==> src/rtl/bitstream_streamer.sv <==
// Bitstream streamer: takes host bytes, serialises them LSB-first onto an
// AXI-stream master in BITSTREAM_DATA_WIDTH-bit beats while holding the fabric
// in configuration mode, then waits (bounded) for the fabric to report done.
//
// state    | meaning
// ---------+--------------------------------------------------------------
// IDLE     | no load active; start begins a new bitstream
// FETCH    | byte_ready high, waiting for the next host byte
// SHIFT    | presenting beats of the current byte on m_tdata
// WAIT_CFG | whole bitstream sent, waiting for cfg_ready (with timeout)
// FINISH   | one-cycle done pulse, cfg released
module bitstream_streamer #(
  parameter int BITSTREAM_DATA_WIDTH = 1,
  parameter int BITSTREAM_LENGTH     = 64,
  parameter int DONE_TIMEOUT         = 255
) (
  input  logic                            clk,
  input  logic                            rst_n,
  input  logic                            start,
  input  logic [7:0]                      byte_in,
  input  logic                            byte_valid,
  output logic                            byte_ready,
  output logic [BITSTREAM_DATA_WIDTH-1:0] m_tdata,
  output logic                            m_tvalid,
  input  logic                            m_tready,
  output logic                            m_tlast,
  output logic                            cfg,
  input  logic                            cfg_ready,
  output logic                            busy,
  output logic                            done,
  output logic                            error
);

  localparam int CNT_W = $clog2(BITSTREAM_LENGTH + 1);
  localparam int TO_W  = $clog2(DONE_TIMEOUT + 1);

  localparam logic [CNT_W-1:0] BEAT_STEP = CNT_W'(BITSTREAM_DATA_WIDTH);
  localparam logic [CNT_W-1:0] LAST_POS  = CNT_W'(BITSTREAM_LENGTH);
  // Timeout fires on the cycle the counter would reach DONE_TIMEOUT.
  localparam logic [TO_W-1:0]  TO_LAST   = TO_W'(DONE_TIMEOUT - 1);

  typedef enum logic [2:0] {
    S_IDLE,
    S_FETCH,
    S_SHIFT,
    S_WAIT_CFG,
    S_FINISH
  } state_e;

  state_e             state_q, state_d;
  logic [7:0]         sreg_q, sreg_d;
  logic [CNT_W-1:0]   bit_cnt_q, bit_cnt_d;
  logic [TO_W-1:0]    to_cnt_q, to_cnt_d;
  logic               error_q, error_d;

  logic [CNT_W-1:0]   bit_cnt_nxt;
  logic               last_beat;
  logic               byte_end;

  // Bit position after the beat currently on the bus is accepted.
  assign bit_cnt_nxt = bit_cnt_q + BEAT_STEP;
  assign last_beat   = (bit_cnt_nxt == LAST_POS);
  // Beat widths divide 8, so a byte is exhausted when the position is byte-aligned.
  assign byte_end    = (bit_cnt_nxt[2:0] == 3'd0);

  // Outputs are decoded from registered state so they are glitch-free and
  // drop together with the async reset.
  assign byte_ready = (state_q == S_FETCH);
  assign m_tvalid   = (state_q == S_SHIFT);
  assign m_tdata    = sreg_q[BITSTREAM_DATA_WIDTH-1:0];
  assign m_tlast    = (state_q == S_SHIFT) && last_beat;
  assign cfg        = (state_q == S_FETCH) || (state_q == S_SHIFT) ||
                      (state_q == S_WAIT_CFG);
  assign busy       = (state_q != S_IDLE);
  assign done       = (state_q == S_FINISH);
  assign error      = error_q;

  // State, datapath and counter registers.
  always_ff @(posedge clk or negedge rst_n) begin
    if (!rst_n) begin
      state_q   <= S_IDLE;
      sreg_q    <= 8'd0;
      bit_cnt_q <= '0;
      to_cnt_q  <= '0;
      error_q   <= 1'b0;
    end else begin
      state_q   <= state_d;
      sreg_q    <= sreg_d;
      bit_cnt_q <= bit_cnt_d;
      to_cnt_q  <= to_cnt_d;
      error_q   <= error_d;
    end
  end

  // Next-state and datapath update.
  always_comb begin
    state_d   = state_q;
    sreg_d    = sreg_q;
    bit_cnt_d = bit_cnt_q;
    to_cnt_d  = to_cnt_q;
    error_d   = error_q;

    case (state_q)
      S_IDLE: begin
        if (start) begin
          error_d   = 1'b0;
          bit_cnt_d = '0;
          state_d   = S_FETCH;
        end
      end

      S_FETCH: begin
        if (byte_valid) begin
          sreg_d  = byte_in;
          state_d = S_SHIFT;
        end
      end

      S_SHIFT: begin
        if (m_tready) begin
          sreg_d    = sreg_q >> BITSTREAM_DATA_WIDTH;
          bit_cnt_d = bit_cnt_nxt;
          if (last_beat) begin
            to_cnt_d = '0;
            state_d  = S_WAIT_CFG;
          end else if (byte_end) begin
            state_d  = S_FETCH;
          end
        end
      end

      S_WAIT_CFG: begin
        if (cfg_ready) begin
          state_d = S_FINISH;
        end else if (to_cnt_q == TO_LAST) begin
          error_d = 1'b1;
          state_d = S_IDLE;
        end else begin
          to_cnt_d = to_cnt_q + TO_W'(1);
        end
      end

      S_FINISH: begin
        state_d = S_IDLE;
      end

      default: begin
        state_d = S_IDLE;
      end
    endcase
  end

endmodule

==> config.mk <==
export PLATFORM = sky130hd
export DESIGN_NAME = bitstream_streamer
export DESIGN_NICKNAME = d
export VERILOG_FILES = /design/src/rtl/bitstream_streamer.sv
export SDC_FILE = /design/constraint.sdc
export NUM_CORES = 1
export LEC_CHECK = 0
export BUFFER_PORTS_ARGS = -buffer_cell sky130_fd_sc_hd__clkbuf_2
export CAP_MARGIN = 20
export CORE_MARGIN = 5
export CORE_UTILIZATION = 50
export CTS_BUF_LIST = sky130_fd_sc_hd__clkbuf_8
export DETAILED_ROUTE_END_ITERATION = 7
export GPL_TIMING_DRIVEN = 0
export PLACE_DENSITY = 0.71
export SLEW_MARGIN = 40
export SYNTH_ARGS = -nofsm -noshare
export SYNTH_HDL_FRONTEND = slang
export SYNTH_SLANG_ARGS = --single-unit
export TNS_END_PERCENT = 100
==> constraint.sdc <==
create_clock -name clk -period 5.3 [get_ports clk]
set_clock_uncertainty 0.2 [all_clocks]
set_input_delay 0.265 -clock clk [delete_from_list [all_inputs] [get_ports clk]]
set_output_delay 0.265 -clock clk [all_outputs]
set_load 0.05 [all_outputs]
[After elaboration in Yosys (flattened, before gate mapping)]
Cells that the tools add are included.
Cells by class
  $add $sub $neg: 2
  multipliers: 0
  div/mod/pow operators: 0
  $lt $le $gt $ge: 0
  eq/ne operators: 15
  shift-type cells: 0
  mux-type cells: 23
  bitwise operators: 0
  reduce and logical (&&, ||, !) cells: 15
Operators with widths (number)
  8-bit two-way mux: 6
  8-bit case mux with 2 select lines: 2
  3-bit two-way mux: 7
  7-bit two-way mux: 2
  7-bit case mux with 2 select lines: 1
  3-bit case mux with 4 select lines: 1
  5-bit AND reduction: 2
  8-bit by 1-bit adder with 8-bit output, second input constant: 1
  8-bit == test, second input constant: 1
  2-bit != test, second input constant: 4
  2-bit nonzero test: 4
  7-bit by 1-bit adder with 7-bit output, second input constant: 1
  7-bit == test, second input constant: 1
  3-bit by 2-bit == test with 1-bit output, second input constant: 2
  3-bit zero test: 2
  2-bit by 1-bit != test with 1-bit output, second input constant: 3
  3-bit AND reduction: 2
  4-bit AND reduction: 1
  3-bit by 1-bit == test with 1-bit output, second input constant: 1
  3-bit == test, second input constant: 1
  1-bit two-way mux: 3
  3-bit by 1-bit != test with 1-bit output, second input constant: 1
  3-bit by 2-bit != test with 1-bit output, second input constant: 1
  3-bit nonzero test: 1
  3 further kinds: 4
Storage, ports and cells
  bits in registers: 27
  latch bits: 0
  bits in writable memories: 0
  ROM bits: 0
  input bits: 14
  output and inout bits: 8
  memories: 0

[Longest topological paths before layout]
  depth in word-level cells: 6
  mapped depth: 8

[Worst setup path after synthesis]
OpenSTA, ideal clock, no wires.
  path kind: reg-to-reg
  from: reg state_q[1]
  to: reg sreg_q[0]
  arrival: 2383 ps
  path slack: 2586 ps
  stages on the path, launching flop included: 8
  clock period less this slack: 2714 ps
  cells stage by stage: dfrtp_1 -> buf_2 -> nor3b_1 -> and2_1 -> a21oi_2 -> buf_2 -> nand2_1 -> o21ai_0
On the way
  longest elaborated chain between the ends: 3
  elaborated cells on any way between the ends: 7
  classes of those cells: 4 x eq/ne; 1 x mux; 2 x reduce/logical
RTL lines
  start: declaration: RTL line 50  | state_e state_q, state_d;
  start signal: assignment: RTL line 87  | state_q <= state_d;
  3-bit by 1-bit == test with 1-bit output *
  named net byte_ready: RTL line 22  | output logic byte_ready,
  2-bit != test (no source line) or 2-bit nonzero test (tied branches)
  3-bit AND reduction (no source line)
  end signal: assignment: RTL line 88  | sreg_q <= sreg_d;
  end: declaration: RTL line 51  | logic [7:0] sreg_q, sreg_d;
Mark *: on every way through the listed nets, which the timed path passes. The rest lies on a longest branch.
A chain may end at the register's enable or synchronous reset.

[Worst setup path in the final report]
  from: reg bit_cnt_q[0]
  to: out m_tlast
On the way
  longest elaborated chain between the ends: 3
RTL lines
  start: declaration: RTL line 52  | logic [CNT_W-1:0] bit_cnt_q, bit_cnt_d;
  start signal: assignment: RTL line 89  | bit_cnt_q <= bit_cnt_d;
  7-bit by 1-bit adder with 7-bit output: RTL line 61  | assign bit_cnt_nxt = bit_cnt_q + BEAT_STEP;
  7-bit == test: RTL line 62  | assign last_beat = (bit_cnt_nxt == LAST_POS);
  1-bit logical AND: RTL line 71  | assign m_tlast = (state_q == S_SHIFT) && last_beat;
  end: declaration: RTL line 26  | output logic m_tlast,
Every way passes these cells.

==> impl_metrics.toml <==
[cells_and_area]
layout.nets = 209
final_common_cell = "dfrtp_1"
utilization_pct = 58.8
num_antenna_cells = 0
areaGrowthSynthToFinish_pct = 14.1
post-route-cell-area_um2 = 1780
drive_gt1_share_pct = 21.6
fillCellCount = 265
final_cell_mix = "dfrtp_1, clkbuf_2, nand2_1, o21ai_0, nor2_1"

[synth]
async_flop_share_pct = 100
ys_types = 48
synthAdderAreaFrac_pct = 3.21
synth-simple-area-share_pct = 21.1
mappedNetlistArea_um2 = 1560
syn_nets = 182
synth-edff-count = 0
synth_top_family_by_area = "compound AO/OA/AOI/OAI gates"
yosysSeqAreaShare_pct = 43.3
synthMuxAreaShare_pct = 5.85
yosysTopAreaCellShare_pct = 43.3
ys.flop_type = "dfrtp_1"
synth_warnings = 0
synthCells = 164
synthTopCellsByArea = "dfrtp_1, o21ai_0, mux2i_1"
avgSynthCellArea_um2 = 9.52
synth-seq-cells = 27
yosysTopAreaCell = "dfrtp_1"
synth_compound_area_share_pct = 21.5
synth-xor-area-share_pct = 1.68

[setup_path]
startpoint_type = "flop"
reg2reg_depth = 6
worst_ep_arrival_time_ps = 2270
crit_required_ps = 4840
endpoint_kind = "output pin"
critPathMaxFanout = 5
criticalPathCategory = "flop to output pin"

[timing]
fin_tns_setup_ps = 0
slew_headroom_pct = 55.6
setup_viol = 0
final_hold_viol_count = 0
clock.fmax_ghz = 0.365
finalCritPeriodShare_pct = 51.6
period_needed_ps = 2740
max_slew.worst_pin.slew_ps = 666
report.final.slew_viol_count = 0
rsz0062_at_grt = "false"

[floorplanning]
ios = 22
die_h_um = 65.9
num_rows = 20
start_util_pct = 51.6
fp.coreArea_um2 = 3030
die_area_um2 = 4340
fp.dieW_um = 65.9

[global_route]
grt-ovfl-total = 0
track_usage_pct = 15.7
antenna_found_initial = 0
grt_max_degree = 28
grt_first_pass_wirelength_um = 5400
grt_pass1_vias = 1226

[place]
place_area_um2 = 1720
place_congestion = 0.866
portBuffers = 20
place_hpwl_um = 2360

[routing]
drt_iter0_drc = 81
via_count = 1288
detail_route.wl_per_cell_um = 13.4
drc = 0
ant_nets = 0
firstDrtPassIters = 4
viasPerCell = 5.50
wl_um = 3130

[worst_hold_path]
hp-class = "input pin to flop"
hold_depth = 3

[clock_tree]
insertion_delay_ps = 260
cts-root-buf = "clkbuf_8"
cts-htree-levels = 1
post_cts_resized = 0
cts_sinks = 27
cts_setup_buffers = 0
tritoncts = "done"
clock_path_buffers = 2
cts_buffers = 3
clk_pin_slew_ps = 80

[pwr]
power_density_nw_per_um2 = 470
p_leak_nw = 0.824
vdd_drop_max_mv = 0.210

[flow_run]
drv_cap = 0

[status]
status = "complete, no violations"
[final cells by class]
class                           instances  area, um^2  share of cell area, %
Buffer                                  6        37.5                   2.11
Sequential cell                        27         676                   37.9
Clock buffer                            3        41.3                   2.32
Timing Repair Buffer                   22         120                   6.74
Multi-Input combinational cell        127         832                   46.7
Clock inverter                          1        3.75                  0.211
Tap cell                               44        55.1                   3.09
Inverter                                4        16.3                  0.913
[worst paths after layout]
kind	from	endpoint	slack, ps
worst min-delay path	byte_in[7]	sreg_q[7]$_DFFE_PN0P_	20
min in group asynchronous	rst_n	to_cnt_q[0]$_DFFE_PN0P_	360
worst max-delay path	bit_cnt_q[0]$_DFFE_PN0P_	m_tlast	2560
worst max register to register	bit_cnt_q[0]$_DFFE_PN0P_	to_cnt_q[1]$_DFFE_PN0P_	3070
worst min register to register	to_cnt_q[7]$_DFFE_PN0P_	to_cnt_q[7]$_DFFE_PN0P_	290
max in group asynchronous	rst_n	bit_cnt_q[2]$_DFFE_PN0P_	4100
[Yosys cell counts, drive strengths merged, types with 2 or more instances]
cell type,n
o2bb2ai,3
a21oi,8
a21o,2
mux2i,8
nand2,21
nand4,2
a32o,2
o21ai,18
a31oi,5
nor2b,3
and3,2
nand3,8
inv,3
nor2,16
o31ai,2
buf,5
xnor2,2
ha,4
dfrtp,27
and2,3
[critical path, cell delays in order (launching register included)]
cell	delay, ps
dfrtp_1	420
ha_1	260
ha_1	300
nand2b_1	200
or3_1	440
nor2_1	110
clkbuf_2	290
[kinds of logic (layout without fill, tap and decap cells)]
| family | Yosys count | count (layout) |
|---|---|---|
| buffers and inverters | 10 | 36 |
| XOR/XNOR | 3 | 3 |
| multiplexers | 9 | 9 |
| AO/OA/AOI/OAI | 47 | 47 |
| flip-flops | 27 | 27 |
| adder cells (fa/ha/maj) | 4 | 4 |
| AND/OR/NAND/NOR | 64 | 64 |
[sequential cells by signal, indices dropped and copies added, names as in the netlist]
register   count
state_q        3
bit_cnt_q      7
to_cnt_q       8
sreg_q         8
error          1
[layer usage]
metal / up-vias / routed length [um] / global-route usage (%)
li1: 650 / - / -
met1: 611 / 1530 / 21.9
met2: 25 / 1460 / 25.7
met3: 2 / 124 / 2.72
met4: 0 / 11 / 3.11
met5: - / 0 / 0
[power breakdown]
group	internal [W]	leakage (nW)	switching, W
sequential	0.000261	0.359	0.0000477
clock	0.0000517	0.0269	0.0000577
combinational	0.000144	0.437	0.000276
total	0.000457	0.824	0.000381
[repair_timing]
item / CTS / global route
hold endpoints to repair: 28 / 0
hold buffers: 2 / 0
endpoints found under the setup margin: 0 / 0
[through the flow]
stage               std cells  power [W]  setup WS (ps)  hold WS, ps
global route              234   0.000909           2470         28.0
floorplan                 164   0.000634           2590         -231
CTS                       234   0.000845           2540         22.4
finish                    234   0.000838           2560         24.4
global placement          228   0.000715           2910          126
detailed placement        228   0.000732           2850          128
(Power assumes the default switching activity.)
